File: src/rtl/regfile_mp.sv
// Multi-port register file with two write ports, optional hardwired-zero
// register, optional write-to-read bypass and a per-register busy scoreboard
// that lets decode see which registers still have a write outstanding.
module regfile_mp #(
  parameter int W        = 32,
  parameter int DEPTH    = 32,
  parameter int NR       = 2,
  parameter int ZERO_REG = 1,
  parameter int BYPASS   = 1,
  localparam int AW      = (DEPTH > 1) ? $clog2(DEPTH) : 1
) (
  input  logic             clk,
  input  logic             rst_n,
  input  logic [NR*AW-1:0] ra,
  output logic [NR*W-1:0]  rd,
  output logic [NR-1:0]    rbusy,
  input  logic             we0,
  input  logic [AW-1:0]    wa0,
  input  logic [W-1:0]     wd0,
  input  logic             we1,
  input  logic [AW-1:0]    wa1,
  input  logic [W-1:0]     wd1,
  input  logic             iss_en,
  input  logic [AW-1:0]    iss_a,
  output logic             conflict
);

  localparam int NA  = 1 << AW;
  localparam bit BYP = (BYPASS != 0);

  genvar gi;

  // Constant per-address mask: 1 where the address is a real, writable register.
  // Reads use the same mask, since non-writable addresses always read 0.
  logic [NA-1:0] wmask;
  generate
    for (gi = 0; gi < NA; gi++) begin : g_mask
      assign wmask[gi] = (gi < DEPTH) && !((ZERO_REG != 0) && (gi == 0));
    end
  endgenerate

  logic [W-1:0]     mem_reg  [DEPTH];
  logic [W-1:0]     mem_next [DEPTH];
  logic [DEPTH-1:0] busy_reg;
  logic [DEPTH-1:0] busy_next;
  logic             conflict_reg;
  logic             conflict_next;

  // Per-register next state: port 1 beats port 0 on data, an issue beats a
  // write on the busy bit (a new producer was issued in the same cycle).
  generate
    for (gi = 0; gi < DEPTH; gi++) begin : g_reg
      logic hit0, hit1, issue_hit, write_hit;
      assign hit0      = we0 && (wa0 == AW'(gi));
      assign hit1      = we1 && (wa1 == AW'(gi));
      assign issue_hit = iss_en && (iss_a == AW'(gi)) && wmask[gi];
      assign write_hit = hit0 || hit1;
      assign mem_next[gi]  = !wmask[gi] ? mem_reg[gi] :
                             hit1       ? wd1 :
                             hit0       ? wd0 : mem_reg[gi];
      assign busy_next[gi] = issue_hit ? 1'b1 :
                             write_hit ? 1'b0 : busy_reg[gi];
    end
  endgenerate

  // Both ports hitting the same writable register: port 0 data is lost.
  assign conflict_next = we0 && we1 && (wa0 == wa1) && wmask[wa0];

  // Register array, busy scoreboard and conflict flag update.
  always_ff @(posedge clk or negedge rst_n) begin
    if (!rst_n) begin
      for (int i = 0; i < DEPTH; i++) mem_reg[i] <= '0;
      busy_reg     <= '0;
      conflict_reg <= 1'b0;
    end else begin
      for (int i = 0; i < DEPTH; i++) mem_reg[i] <= mem_next[i];
      busy_reg     <= busy_next;
      conflict_reg <= conflict_next;
    end
  end

  assign conflict = conflict_reg;

  // Read ports: combinational, with optional forwarding of in-flight writes.
  generate
    for (gi = 0; gi < NR; gi++) begin : g_rd
      logic [AW-1:0] a;
      logic          hit0, hit1, issue_hit, write_hit;
      logic [W-1:0]  rd_p;
      logic          busy_p;

      assign a         = ra[gi*AW +: AW];
      assign hit0      = we0 && (wa0 == a);
      assign hit1      = we1 && (wa1 == a);
      assign issue_hit = iss_en && (iss_a == a);
      assign write_hit = hit0 || hit1;

      // Select forwarded or stored data and the (possibly forwarded) busy bit.
      always_comb begin
        rd_p   = '0;
        busy_p = 1'b0;
        if (rst_n && wmask[a]) begin
          if (BYP && hit1)      rd_p = wd1;
          else if (BYP && hit0) rd_p = wd0;
          else                  rd_p = mem_reg[a];
          busy_p = busy_reg[a] && !(BYP && write_hit && !issue_hit);
        end
      end

      assign rd[gi*W +: W] = rd_p;
      assign rbusy[gi]     = busy_p;
    end
  endgenerate

endmodule

File: config.mk
export PLATFORM = sky130hd
export DESIGN_NAME = regfile_mp
export DESIGN_NICKNAME = d
export VERILOG_FILES = /design/src/rtl/regfile_mp.sv
export SDC_FILE = /design/constraint.sdc
export NUM_CORES = 2
export LEC_CHECK = 0
export CAP_MARGIN = 20
export CORE_MARGIN = 10
export CORE_UTILIZATION = 37
export DETAILED_ROUTE_END_ITERATION = 10
export PLACE_DENSITY = 0.49
export SETUP_SLACK_MARGIN = 0.1
export SLEW_MARGIN = 20
export SYNTH_ARGS = -nofsm -noshare
export SYNTH_HDL_FRONTEND = slang
export SYNTH_SLANG_ARGS = --single-unit
File: constraint.sdc
create_clock -name clk -period 5.8 [get_ports clk]
set_input_delay 1.16 -clock clk [delete_from_list [all_inputs] [get_ports clk]]
set_output_delay 1.16 -clock clk [all_outputs]
set_load 0.02 [all_outputs]
After elaboration in Yosys (flattened, before gate mapping)
Memories as Yosys holds them, arrays and structs flattened.
Cells that the tools add are included.
Cells by class
  $add $sub $neg: 0
  $mul: 0
  divide/modulo/power cells: 0
  magnitude comparators: 5
  equal/unequal tests: 100
  shift-type cells: 0
  multiplexer cells: 145
  bitwise operators: 2
  reductions and logical operators: 207
Operators by type and width (number)
  $mux W32: 72
  $bmux W32 S5: 2
  $eq A5 B5 Y1 const B: 48
  $reduce_bool A2 Y1: 62
  $eq A5 B4 Y1 const B: 24
  $logic_and A1 B1 Y1: 108
  $mux W1: 69
  $eq A5 B3 Y1 const B: 12
  $eq A5 B5 Y1: 7
  $logic_or A1 B1 Y1: 33
  $eq A5 B2 Y1 const B: 6
  $lt A5 B6 Y1 const B: 3
  $eq A5 B1 Y1 const B: 3
  $ge A6 B6 Y1 const B: 2
  $not A5 Y6: 2
  $bmux W1 S5: 2
  $logic_not A1 Y1: 4
Storage, ports and cells
  bits in registers: 1024
  bits in latches: 0
  memory bits (writable): 0
  ROM bits: 96
  bits of input ports: 94
  output and inout port bits: 67
  word-level logic and storage cells: 525
  memories: 3
Memory list
  (no name shown): words 32, bits a word 1, rd ports 1, clocked after memory_dff 0, write ports 0, line 102  | if (rst_n && wmask[a]) begin
  (no name shown): words 32, bits a word 1, rd ports 1, clocked after memory_dff 0, write ports 0, line 67  | assign conflict_next = we0 && we1 && (wa0 == wa1) && wmask[wa0];
  (no name shown): words 32, bits a word 1, rd ports 1, clocked after memory_dff 0, write ports 0, line 102

Depth between registers and ports, before layout
  depth in word-level cells: 7
  mapped depth: 10
  mapped depth without buffers: 5

Worst setup path before layout
Ideal clock, no wire load.
  path type: input -> output
  start: input ra[0]
  end: output rd[17]
  data arrival time: 2.980 ns
  required time: 4.640 ns
  setup slack: 1.660 ns
  stages: 8
  buffers on the path: 3
  cell sequence: buf_4 -> buf_6 -> nor2b_1 -> clkbuf_1 -> a22o_1 -> mux4_2 -> nor2_1 -> o32ai_1
Between the ends
  cells in the longest elaborated chain, start to end: 7
  elaborated cells on any way between the ends: 14
  classes of those cells: eq/ne: 2; mux: 7; bitwise: 1; reduce/logical: 3; memory: 1
RTL lines
  start, declared: line 14  | input logic [NR*AW-1:0] ra,
  $not A5 Y6 (implied by the code): line 105  | else rd_p = mem_reg[a];
  $bmux W32 S5: line 105
  $mux W32 (implied by the code) (2 in series): line 105
  $mux W32: line 104  | else if (BYP && hit0) rd_p = wd0;
  $mux W32: line 103  | if (BYP && hit1) rd_p = wd1;
  $mux W32 *: line 102
  end, declared: line 15  | output logic [NR*W-1:0] rd,
Every way passes the cells marked *; elsewhere a longest branch is shown, timed or not. The select of a mux whose other input is x is not followed.

Worst setup path in the final report
  start: input ra[9]
  end: output rd[33]
The elaborated chain is that of the path after synthesis.

==> flow_metrics.tcl <==
set metrics [dict create \
    ant_nets 0 \
    p_leak_uw 0.0330 \
    core_mm2 0.178 \
    crit_fanout 20 \
    drcViolationCount 0 \
    area_growth_pct 13.3 \
    dieHeight_um 444 \
    vias 57287 \
    cts_root_buffer "clkbuf_16" \
    highest_layer "met5" \
    syn_area_per_cell_um2 10.2 \
    max_cap_violations 0 \
    grt_usage_pct 32.0 \
    largest_reg_flops 992 \
    grt_max_degree 166 \
    synth.net_count 6623 \
    relSlewSlack_pct 17.8 \
    io_pins 161 \
    multiInputGateArea_mm2 0.0374 \
    wire_per_inst_um 37.0 \
    clockBufferDepth 3 \
    start_util_pct 37.2 \
    holdCritPathClass "input port to asynchronous set/reset pin" \
    io_buffers 160 \
    setup_violations 0 \
    synth_top_cell_by_area "dfrtp_1" \
    period_minus_slack_ns 5.62 \
    dp_cells 8587 \
    synth_top_family_by_area "multiplexers" \
    cp-end-kind "output pin" \
    ff_latch_area_mm2 0.0256 \
    clkSinkCount 1024 \
    layout_commonest_cell "mux2i_1" \
    synth_top_area_share_pct 38.6 \
    crit_path_start_kind "input port" \
    p_per_area_mw_per_mm2 340 \
    finalHoldViolations 0 \
    ys_seq_area_share_pct 38.6 \
    drtPass1Iterations 9 \
    wl_met2_mm 142 \
    crit_top_cell "clkdlybuf4s50_1" \
    grt-ovfl-total 0 \
    layout_common_cells "mux2i_1 (1245), dfrtp_1 (1024), a21oi_1 (624), nor2_1 (572), nand2_1 (566)" \
    outcome "finished, final reports clean" \
    rsz0062_at_grt "false" \
    ctsHoldBuffers 0 \
    path_cells "clkdlybuf4s50_1, buf_12, xnor2_1, nand4_1, buf_4, o21ai_4, or4_1, o22ai_1, clkdlybuf4s50_1" \
    r2r_start "mem_reg[509]" \
    first_global_vias 54588 \
    wl_met1_mm 126 \
    fin_skew_ns 0 \
    p_total_uw 25600 \
    ys_ff_latch 1024 \
    post_cts_buffers 0 \
    cp.required_ns 4.64 \
    ys.flop_type "dfrtp_1" \
    fin_area_mm2 0.0752 \
    nets 6459 \
    antenna_found_initial 26 \
    yosysWarnings 0 \
    synth_xor_area_share_pct 0.449 \
    drt_iter0_markers 8120 \
    async_flop_share_pct 100 \
    crit_arrival_ns 4.46 \
    synth_compound_area_share_pct 14.1 \
    instances_no_fill 8831 \
    clk_latency_ns 0.80 \
    crit_family "buffers and inverters" \
    vdd_drop_max_mv 0.219 \
    numCtsBuffers 131 \
    fmax_mhz 178 \
    max_stage_delay_ns 0.88 \
    cts_tree "done" \
    yosys.area_share.simple_pct 8.39 \
    dieWidth_um 444 \
    synth_cell_types 65 \
    post_route_cells_drive_above_1_share_pct 18.3 \
    synthMuxAreaShare_pct 32.5 \
    slowest_stage "o21ai_4" \
    synth-edff-count 0 \
    row_count 155 \
    crit_buf_inv 4 \
    ff2ff_path_depth 2 \
    die_area_mm2 0.197 \
    grt_pass1_wl_mm 452 \
    critPathKind "input port to output pin" \
    clk_pin_slew_worst_paths_ns 0.06 \
    dr_wl_met3_mm 33.6 \
    syn_area_mm2 0.0664 \
    finalWirelength_mm 327 \
    synthTopCellsByArea "dfrtp_1 (39%), mux2i_1 (19%), mux4_2 (12%), a21oi_1 (4.7%), o21ai_0 (3.7%)" \
    maxSlewViolCount 0 \
    worst-slew-pin-transition_ns 1.23 \
    worstReg2RegEnd "mem_reg[509]" \
    vias_per_cell 6.49 \
    gp_congestion 0.930 \
    netlist_instances 6529 \
    dp_hpwl_mm 206 \
    htree_levels 4 \
    synth_fa_ha_area_share_pct 0 \
    reg2reg_setup_slack_ns 4.97 \
    period_share_pct 96.9 \
    tns_ns 0 \
    placed_area_mm2 0.0709 \
    fillers 17012 \
]
## through the flow
| step | hold WS [ns] | setup WS (ns) | utilization, % |
|---|---|---|---|
| floorplan | 0.474 | 1.66 | - |
| global placement | 0.511 | 0.132 | 39.8 |
| detailed placement | 0.511 | 0.188 | 39.8 |
| CTS | 0.494 | 0.160 | 42.1 |
| global route | 0.523 | 0.208 | 42.1 |
| finish | 0.537 | 0.180 | 42.1 |
## kinds of logic (layout without fill, tap and decap cells)
logic type | count (synthesis) | count (layout)
mux | 1693 | 1693
compound gates | 1580 | 1580
simple gates | 1363 | 1363
flops | 1024 | 1024
buf+inv | 835 | 769
xor+xnor | 34 | 34
other cells | 0 | 13
## Yosys cell counts, drive strengths merged (24+ instances only)
library cell  instances
a221oi               32
nor2b                24
nor2                593
mux2i              1245
a32o                 41
nor3                 51
a22o                 38
buf                 342
a21oi               624
nand2               599
a22oi                73
dfrtp              1024
nand2b               24
mux4                363
o221ai               74
clkbuf              483
mux2                 85
o22ai               101
o21ai               511
## layer usage
metal  global-route usage, %  up-vias
met5                       0        -
met4                    20.0       10
met3                    8.07      998
met2                    48.0     3763
met1                    41.2    28944
li1                        -    23572
## final cells by class
type	instances	share of cell area, %
diodes	13	0.0433
clock buffers	196	5.18
clock inverters	35	0.429
inverters	10	0.0499
multi-input cells	4670	49.7
flip-flops and latches	1024	34.1
well taps	2355	3.92
repair buffers	528	6.60
## what timing repair did
| item | in CTS | in global routing |
|---|---|---|
| endpoints found under the hold margin | 0 | 0 |
| gates resized for setup | 0 | 1 |
| setup endpoints to repair | 0 | 1 |
## worst max path at each step
| stage | start | end | slack (ns) | depth (start not counted) |
|---|---|---|---|---|
| 2_1_floorplan | ra[0] | rd[17] | 1.66 | 8 |
| 3_3_place_gp | wa1[4] | rd[18] | 0.13 | 9 |
| 3_5_place_dp | wa1[4] | rd[18] | 0.19 | 9 |
| 4_1_cts | wa1[4] | rd[18] | 0.16 | 9 |
| 5_1_grt | wa1[1] | rbusy[1] | 0.21 | 8 |
| 6_report | ra[9] | rd[33] | 0.18 | 9 |
## report_power, final
group,total (uW),internal [uW],switching [uW]
Combinational,6710,3320,3390
Sequential,10600,9050,1540
Clock,8280,4740,3540
Power figures use the tool's default switching activity.
